===== config.mk =====
export PLATFORM = sky130hd
export DESIGN_NAME = bus_arbiter
export DESIGN_NICKNAME = d
export VERILOG_FILES = /design/src/rtl/bus_pkg.sv /design/src/rtl/bus_arbiter_arb_select.sv /design/src/rtl/bus_arbiter.sv
export SDC_FILE = /design/constraint.sdc
export NUM_CORES = 1
export LEC_CHECK = 0
export BUFFER_PORTS_ARGS = -buffer_cell sky130_fd_sc_hd__buf_2
export CORE_MARGIN = 8
export CORE_UTILIZATION = 35
export DETAILED_ROUTE_END_ITERATION = 8
export GPL_TIMING_DRIVEN = 0
export SLEW_MARGIN = 20
export SYNTH_ARGS = -nofsm -noshare
export SYNTH_HDL_FRONTEND = slang
export SYNTH_SLANG_ARGS = --single-unit

===== constraint.sdc =====
create_clock -name clock -period 3.5 [get_ports clock]
set_input_delay 0 -clock clock [delete_from_list [all_inputs] [get_ports clock]]
set_output_delay 0 -clock clock [all_outputs]
set_load 0.02 [all_outputs]

===== src/rtl/bus_pkg.sv =====
// Shared types for the fetch/execute memory bus arbiter.
// Struct fields are sized to the widest supported bus (64-bit address,
// 64-bit data); narrower instances zero-extend into them.
package bus_pkg;

  localparam int BUS_ADDR_MAX = 64;
  localparam int BUS_DATA_MAX = 64;
  localparam int BUS_STRB_MAX = BUS_DATA_MAX / 8;

  typedef struct packed {
    logic [BUS_ADDR_MAX-1:0] addr;
    logic [BUS_DATA_MAX-1:0] wdata;
    logic [BUS_STRB_MAX-1:0] wstrb;
    logic                    write;
  } bus_req_t;

  typedef struct packed {
    logic [BUS_DATA_MAX-1:0] rdata;
    logic                    err;
  } bus_resp_t;

  typedef enum logic {
    REQ_FETCH   = 1'b0,
    REQ_EXECUTE = 1'b1
  } requester_e;

  typedef enum logic [1:0] {
    IDLE  = 2'd0,
    ISSUE = 2'd1,
    WAIT  = 2'd2,
    RESP  = 2'd3
  } arb_state_e;

endpackage


===== src/rtl/bus_arbiter_arb_select.sv =====
// Winner selection for the bus arbiter: execute has fixed priority, but after
// STARVE_LIMIT consecutive execute grants with fetch waiting, fetch wins once.
module arb_select
  import bus_pkg::*;
#(
  parameter int STARVE_LIMIT = 4
) (
  input  logic       clock,
  input  logic       reset,
  input  logic       arb_en,
  input  logic       f_valid,
  input  logic       e_valid,
  output logic       grant_valid,
  output requester_e winner
);

  localparam int SW = $clog2(STARVE_LIMIT + 1);
  localparam logic [SW-1:0] LIMIT_C = SW'(STARVE_LIMIT);

  logic [SW-1:0] starve_cnt_r;

  // Combinational winner choice for the current arbitration cycle.
  always_comb begin
    grant_valid = arb_en & (f_valid | e_valid);
    winner      = REQ_EXECUTE;
    if (f_valid && !e_valid) begin
      winner = REQ_FETCH;
    end else if (f_valid && e_valid && (starve_cnt_r == LIMIT_C)) begin
      winner = REQ_FETCH;
    end else begin
      winner = REQ_EXECUTE;
    end
  end

  // Count execute grants made while fetch waits; saturate at the limit.
  always_ff @(posedge clock) begin
    if (reset) begin
      starve_cnt_r <= '0;
    end else if (arb_en) begin
      if (!f_valid) begin
        starve_cnt_r <= '0;
      end else if (grant_valid && (winner == REQ_FETCH)) begin
        starve_cnt_r <= '0;
      end else if (grant_valid && (starve_cnt_r != LIMIT_C)) begin
        starve_cnt_r <= starve_cnt_r + SW'(1);
      end
    end
  end

endmodule


===== src/rtl/bus_arbiter.sv =====
// Fetch/execute to single memory bus arbiter with one outstanding transaction.
// Optional WAIT-state timeout enabled by defining BUS_ARBITER_TIMEOUT_EN.
module bus_arbiter
  import bus_pkg::*;
#(
  parameter int ADDR_W         = 32,
  parameter int DATA_W         = 32,
  parameter int STARVE_LIMIT   = 4,
  parameter int TIMEOUT_CYCLES = 255
) (
  input  logic                clock,
  input  logic                reset,
  input  logic                f_req_valid,
  output logic                f_req_ready,
  input  logic [ADDR_W-1:0]   f_req_addr,
  input  logic [DATA_W-1:0]   f_req_wdata,
  input  logic [DATA_W/8-1:0] f_req_wstrb,
  input  logic                f_req_write,
  output logic                f_resp_valid,
  output logic [DATA_W-1:0]   f_resp_rdata,
  output logic                f_resp_err,
  input  logic                e_req_valid,
  output logic                e_req_ready,
  input  logic [ADDR_W-1:0]   e_req_addr,
  input  logic [DATA_W-1:0]   e_req_wdata,
  input  logic [DATA_W/8-1:0] e_req_wstrb,
  input  logic                e_req_write,
  output logic                e_resp_valid,
  output logic [DATA_W-1:0]   e_resp_rdata,
  output logic                e_resp_err,
  output logic                m_req_valid,
  input  logic                m_req_ready,
  output logic [ADDR_W-1:0]   m_req_addr,
  output logic [DATA_W-1:0]   m_req_wdata,
  output logic [DATA_W/8-1:0] m_req_wstrb,
  output logic                m_req_write,
  input  logic                m_resp_valid,
  input  logic [DATA_W-1:0]   m_resp_rdata,
  input  logic                m_resp_err
);

  arb_state_e state_r, state_s;
  bus_req_t   req_r, req_sel_s;
  bus_resp_t  f_resp_r, e_resp_r, resp_s;
  requester_e owner_r, winner_s;
  logic       idle_s, grant_s, timeout_s;
  logic       m_req_valid_r, f_resp_valid_r, e_resp_valid_r;

  assign idle_s = (state_r == IDLE);

  arb_select #(.STARVE_LIMIT(STARVE_LIMIT)) u_select (
    .clock       (clock),
    .reset       (reset),
    .arb_en      (idle_s),
    .f_valid     (f_req_valid),
    .e_valid     (e_req_valid),
    .grant_valid (grant_s),
    .winner      (winner_s)
  );

`ifdef BUS_ARBITER_TIMEOUT_EN
  localparam int TO_W = $clog2(TIMEOUT_CYCLES + 1);
  logic [TO_W-1:0] wait_cnt_r;

  // Count WAIT cycles; zero in every other state so each WAIT starts fresh.
  always_ff @(posedge clock) begin
    if (reset) begin
      wait_cnt_r <= '0;
    end else if (state_r != WAIT) begin
      wait_cnt_r <= '0;
    end else begin
      wait_cnt_r <= wait_cnt_r + TO_W'(1);
    end
  end

  assign timeout_s = (state_r == WAIT) && !m_resp_valid &&
                     (wait_cnt_r == TO_W'(TIMEOUT_CYCLES - 1));
`else
  logic unused_cfg_s;
  assign unused_cfg_s = (TIMEOUT_CYCLES > 0);
  assign timeout_s    = 1'b0;
`endif

  // Grant handshake back to the winning requester, only while arbitrating.
  always_comb begin
    f_req_ready = 1'b0;
    e_req_ready = 1'b0;
    if (grant_s) begin
      if (winner_s == REQ_FETCH) begin
        f_req_ready = 1'b1;
      end else begin
        e_req_ready = 1'b1;
      end
    end else begin
      f_req_ready = 1'b0;
      e_req_ready = 1'b0;
    end
  end

  // Mux the winner's request fields, zero-extended into the shared struct.
  always_comb begin
    req_sel_s = '0;
    if (winner_s == REQ_FETCH) begin
      req_sel_s.addr  = BUS_ADDR_MAX'(f_req_addr);
      req_sel_s.wdata = BUS_DATA_MAX'(f_req_wdata);
      req_sel_s.wstrb = BUS_STRB_MAX'(f_req_wstrb);
      req_sel_s.write = f_req_write;
    end else begin
      req_sel_s.addr  = BUS_ADDR_MAX'(e_req_addr);
      req_sel_s.wdata = BUS_DATA_MAX'(e_req_wdata);
      req_sel_s.wstrb = BUS_STRB_MAX'(e_req_wstrb);
      req_sel_s.write = e_req_write;
    end
  end

  // Response to forward: memory data on reads, zero data on writes/errors/timeout.
  always_comb begin
    resp_s = '0;
    if (m_resp_valid) begin
      resp_s.err = m_resp_err;
      if (req_r.write || m_resp_err) begin
        resp_s.rdata = '0;
      end else begin
        resp_s.rdata = BUS_DATA_MAX'(m_resp_rdata);
      end
    end else begin
      resp_s.err   = 1'b1;
      resp_s.rdata = '0;
    end
  end

  // Next-state logic of the single-outstanding transaction FSM.
  always_comb begin
    state_s = state_r;
    case (state_r)
      IDLE: begin
        if (grant_s) state_s = ISSUE;
        else         state_s = IDLE;
      end
      ISSUE: begin
        if (m_req_ready) state_s = WAIT;
        else             state_s = ISSUE;
      end
      WAIT: begin
        if (m_resp_valid || timeout_s) state_s = RESP;
        else                           state_s = WAIT;
      end
      RESP:    state_s = IDLE;
      default: state_s = IDLE;
    endcase
  end

  // FSM state register.
  always_ff @(posedge clock) begin
    if (reset) state_r <= IDLE;
    else       state_r <= state_s;
  end

  // Latch the granted request and remember who owns the transaction.
  always_ff @(posedge clock) begin
    if (reset) begin
      req_r   <= '0;
      owner_r <= REQ_FETCH;
    end else if (idle_s && grant_s) begin
      req_r   <= req_sel_s;
      owner_r <= winner_s;
    end
  end

  // Downstream request valid, registered for the whole ISSUE state.
  always_ff @(posedge clock) begin
    if (reset) m_req_valid_r <= 1'b0;
    else       m_req_valid_r <= (state_s == ISSUE);
  end

  // Capture the response for the owner and pulse its valid for one cycle.
  always_ff @(posedge clock) begin
    if (reset) begin
      f_resp_r       <= '0;
      e_resp_r       <= '0;
      f_resp_valid_r <= 1'b0;
      e_resp_valid_r <= 1'b0;
    end else begin
      f_resp_valid_r <= 1'b0;
      e_resp_valid_r <= 1'b0;
      if ((state_r == WAIT) && (state_s == RESP)) begin
        if (owner_r == REQ_FETCH) begin
          f_resp_r       <= resp_s;
          f_resp_valid_r <= 1'b1;
        end else begin
          e_resp_r       <= resp_s;
          e_resp_valid_r <= 1'b1;
        end
      end
    end
  end

  assign m_req_valid  = m_req_valid_r;
  assign m_req_addr   = req_r.addr[ADDR_W-1:0];
  assign m_req_wdata  = req_r.wdata[DATA_W-1:0];
  assign m_req_wstrb  = req_r.wstrb[DATA_W/8-1:0];
  assign m_req_write  = req_r.write;

  assign f_resp_valid = f_resp_valid_r;
  assign f_resp_rdata = f_resp_r.rdata[DATA_W-1:0];
  assign f_resp_err   = f_resp_r.err;
  assign e_resp_valid = e_resp_valid_r;
  assign e_resp_rdata = e_resp_r.rdata[DATA_W-1:0];
  assign e_resp_err   = e_resp_r.err;

  // Upper struct bits beyond this instance's widths stay zero and are unread.
  logic unused_wide_s;
  assign unused_wide_s = ^{req_r, f_resp_r, e_resp_r};

endmodule


==> out/qor.csv <==
stage,metric,value,unit
sta,skew,8.15,ps
global_route,grt.overflow.total,0,
route,wl,27.3,mm
synthesis,synth_commonest_cells,"144 x dfxtp_1, 135 x nand3_1",
route,post_drt_wl_per_cell,18.2,µm
power,power,0.00449,W
synthesis,synth-edff-count,0,
cts,cts_buffers,17,
synthesis,yosysTopAreaCell,dfxtp_1,
critical_path,critPathMaxFanout,10,
route,ant_nets,0,
floorplanning,start_util,35.6,%
cts,path_clk_slew,60,ps
floorplanning,pin_count,317,
sta,tightestPinTransition,628,ps
sta,min_period_over_period,69.2,%
global_route,grt_busiest_layer,met2,
synthesis,ys_async_sr_fraction,0,%
global_route,grtUsageTotal,24.3,%
critical_path,setup.worst_path.end_class,flip-flop,
route,vias,7974,
global_route,grt_max_degree,17,
synthesis,ys.flop_type,dfxtp_1,
synthesis,ys_types,33,
cts,cts_tree,yes,
synthesis,seq_area_frac_synth,47.2,%
placement,dp_hpwl,18.9,mm
floorplanning,die_h,148,µm
route,drtIter0Drc,360,
power,pwr_density_cell,437,mW/mm²
synthesis,synth_seq_cells,144,
sta,post-route-min-period,2420,ps
critical_path,path_class,reg -> reg,
synthesis,synth_warnings,0,
sta,slew-limit-headroom,58.0,%
final_layout,syn_to_final_growth,68.4,%
cts,htree_num_levels,4,
worst_hold_path,hp-class,in -> reg,
cts,ctsResizeCount,0,
global_route,grt_use_met2,40.9,%
cts,hold_buffers,174,
route,first_pass_iters,5,
floorplanning,rows,48,
final_layout,drive_gt1_share,30.5,%
power,ir_worst_vdd,0.330,mV
sta,setup_tns,0,ps
placement,gp_congestion,0.843,
synthesis,syn_avg_cell_area,8.11,µm²
synthesis,yosysTopAreaCellShare,47.2,%
global_route,grt_pass1_wl,43.0,mm
critical_path,start_kind,flip-flop,
sta,rsz0062_at_grt,no,
placement,io_buffers,315,
sta,postLayoutSetupSlackWorst,1080,ps
global_route,grt_pass1_vias,8280,
power,p_leak,4.49,nW
synthesis,yosysMostFrequentCell,dfxtp_1,
final_layout,fin_nets,1440,
global_route,met1_usage,27.9,%
sta,whs,251,ps
placement,pre_cts_ws,1630,ps
job,maxCapViolCount,0,
cts,clk_latency,420,ps
synthesis,synth_area,0.00611,mm²
floorplanning,core_area,0.0172,mm²
synthesis,ys_top_cells_by_area,"dfxtp_1 47%, nand3_1 11%, nand4_1 7.3%",
sta,final_hold_viol_count,0,
global_route,antenna_found_initial,2,
cts,post_cts_buffers,0,
outcome,status,completed,
floorplanning,fp.dieW,148,µm
critical_path,cp_data_arrival_time,2780,ps
sta,fmax,413,MHz
global_route,use_met3,7.78,%
route,via_per_inst,5.31,
cts,cts_max_path_buffers,2,
sta,slew_violations,0,
cts,cts.sinks,144,
floorplanning,die_area,0.0219,mm²
synthesis,syn_inst,753,
sta,setup_viol,0,
cts,cts_root_buf,clkbuf_16,
critical_path,required,3860,ps
route,drc,0,
synthesis,synth_fp_nets,932,
==> through the flow <==
stage	cells	utilization, %	instance area (µm²)
after CTS	1499	59.8	10300
final	1501	59.9	10300
after detailed placement	1293	46.4	7970
after global placement	1293	46.4	7970
after global routing	1500	59.9	10300
after floorplan	753	-	6110
==> critical path, cell delays in order (launching register included) <==
cell and delay [ps]:
dfxtp_1 360, inv_1 70, ha_1 230, nand3_1 340
clkbuf_1 410, nand4_1 180, a31oi_1 220, dlygate4sd3_1 560
==> cells in the final DEF (no fill, tap or decap), drive strengths merged <==
master | synthesis | layout
diode | 0 | 2
and4b | 1 | 1
o21ai | 71 | 71
clkinv | 0 | 4
nand2b | 2 | 2
a21oi | 71 | 71
dfxtp | 144 | 144
nand4 | 71 | 71
buf | 41 | 356
a31oi | 70 | 70
clkinvlp | 0 | 4
nand3b | 2 | 2
bufinv | 0 | 2
a21bo | 1 | 1
a21boi | 1 | 1
o211ai | 1 | 1
nor2 | 4 | 4
nor4b | 1 | 1
a211oi | 1 | 1
nor2b | 1 | 1
nor4bb | 1 | 1
nand4b | 1 | 1
or2 | 2 | 2
and2 | 1 | 1
nand3 | 135 | 135
dlygate4sd3 | 0 | 174
inv | 3 | 5
nand2 | 71 | 71
ha | 2 | 2
nor3b | 2 | 2
nand4bb | 1 | 1
clkbuf | 51 | 71
==> cell type report <==
type,instances,area (µm²)
diodes,2,5.00
inverters,3,11.3
clock buffers,20,437
clock inverters,12,135
repair buffers,489,3320
plain buffers,92,470
well taps,225,282
fillers,1581,6890
flip-flops and latches,144,2880
multi-input cells,514,2740
==> path summary, 6_finish.rpt <==
check / cells after the start / startpoint / slack, ps / to
worst max-delay path: 7 / u_select.starve_cnt_r[0] / 1080 / m_req_wdata[26]
worst min-delay path: 4 / e_req_valid / 250 / state_r[0]
worst max register to register: 7 / u_select.starve_cnt_r[0] / 1080 / m_req_wdata[26]
worst min register to register: 2 / e_resp_rdata[26] / 450 / e_resp_rdata[26]
==> power breakdown <==
part           switching, W  leakage, nW  internal [W]
Clock              0.000730        0.267       0.00105
Sequential        0.0000430         1.17       0.00172
Combinational      0.000522         3.05      0.000424
Total               0.00129         4.49       0.00320
==> routing by layer <==
layer / vias up / part of all wire [%]
met4: 2 / 3.0
met5: - / 0.044
li1: 3810 / -
met2: 408 / 49
met3: 57 / 8.6
met1: 3697 / 39
==> registers in the layout, indices dropped and copies added (netlist names) <==
signal / flops
e_resp_err: 1
e_resp_rdata: 32
e_resp_valid: 1
f_resp_err: 1
f_resp_rdata: 32
f_resp_valid: 1
m_req_addr: 32
m_req_valid: 1
m_req_wdata: 32
m_req_write: 1
m_req_wstrb: 4
owner_r: 1
state_r: 2
u_select.starve_cnt_r: 3
==> cell families (layout without fill, tap and decap cells) <==
group | after synthesis | in the layout | synth area share, %
AOI/OAI and AO/OA | 216 | 216 | 19.3
adders and majority gates | 2 | 2 | 0.410
buffers and inverters | 95 | 616 | 7.89
DFF | 144 | 144 | 47.2
other | 0 | 2 | 0
and+or+nand+nor | 296 | 296 | 25.2
Note: power is estimated with default switching activity, not from simulation.
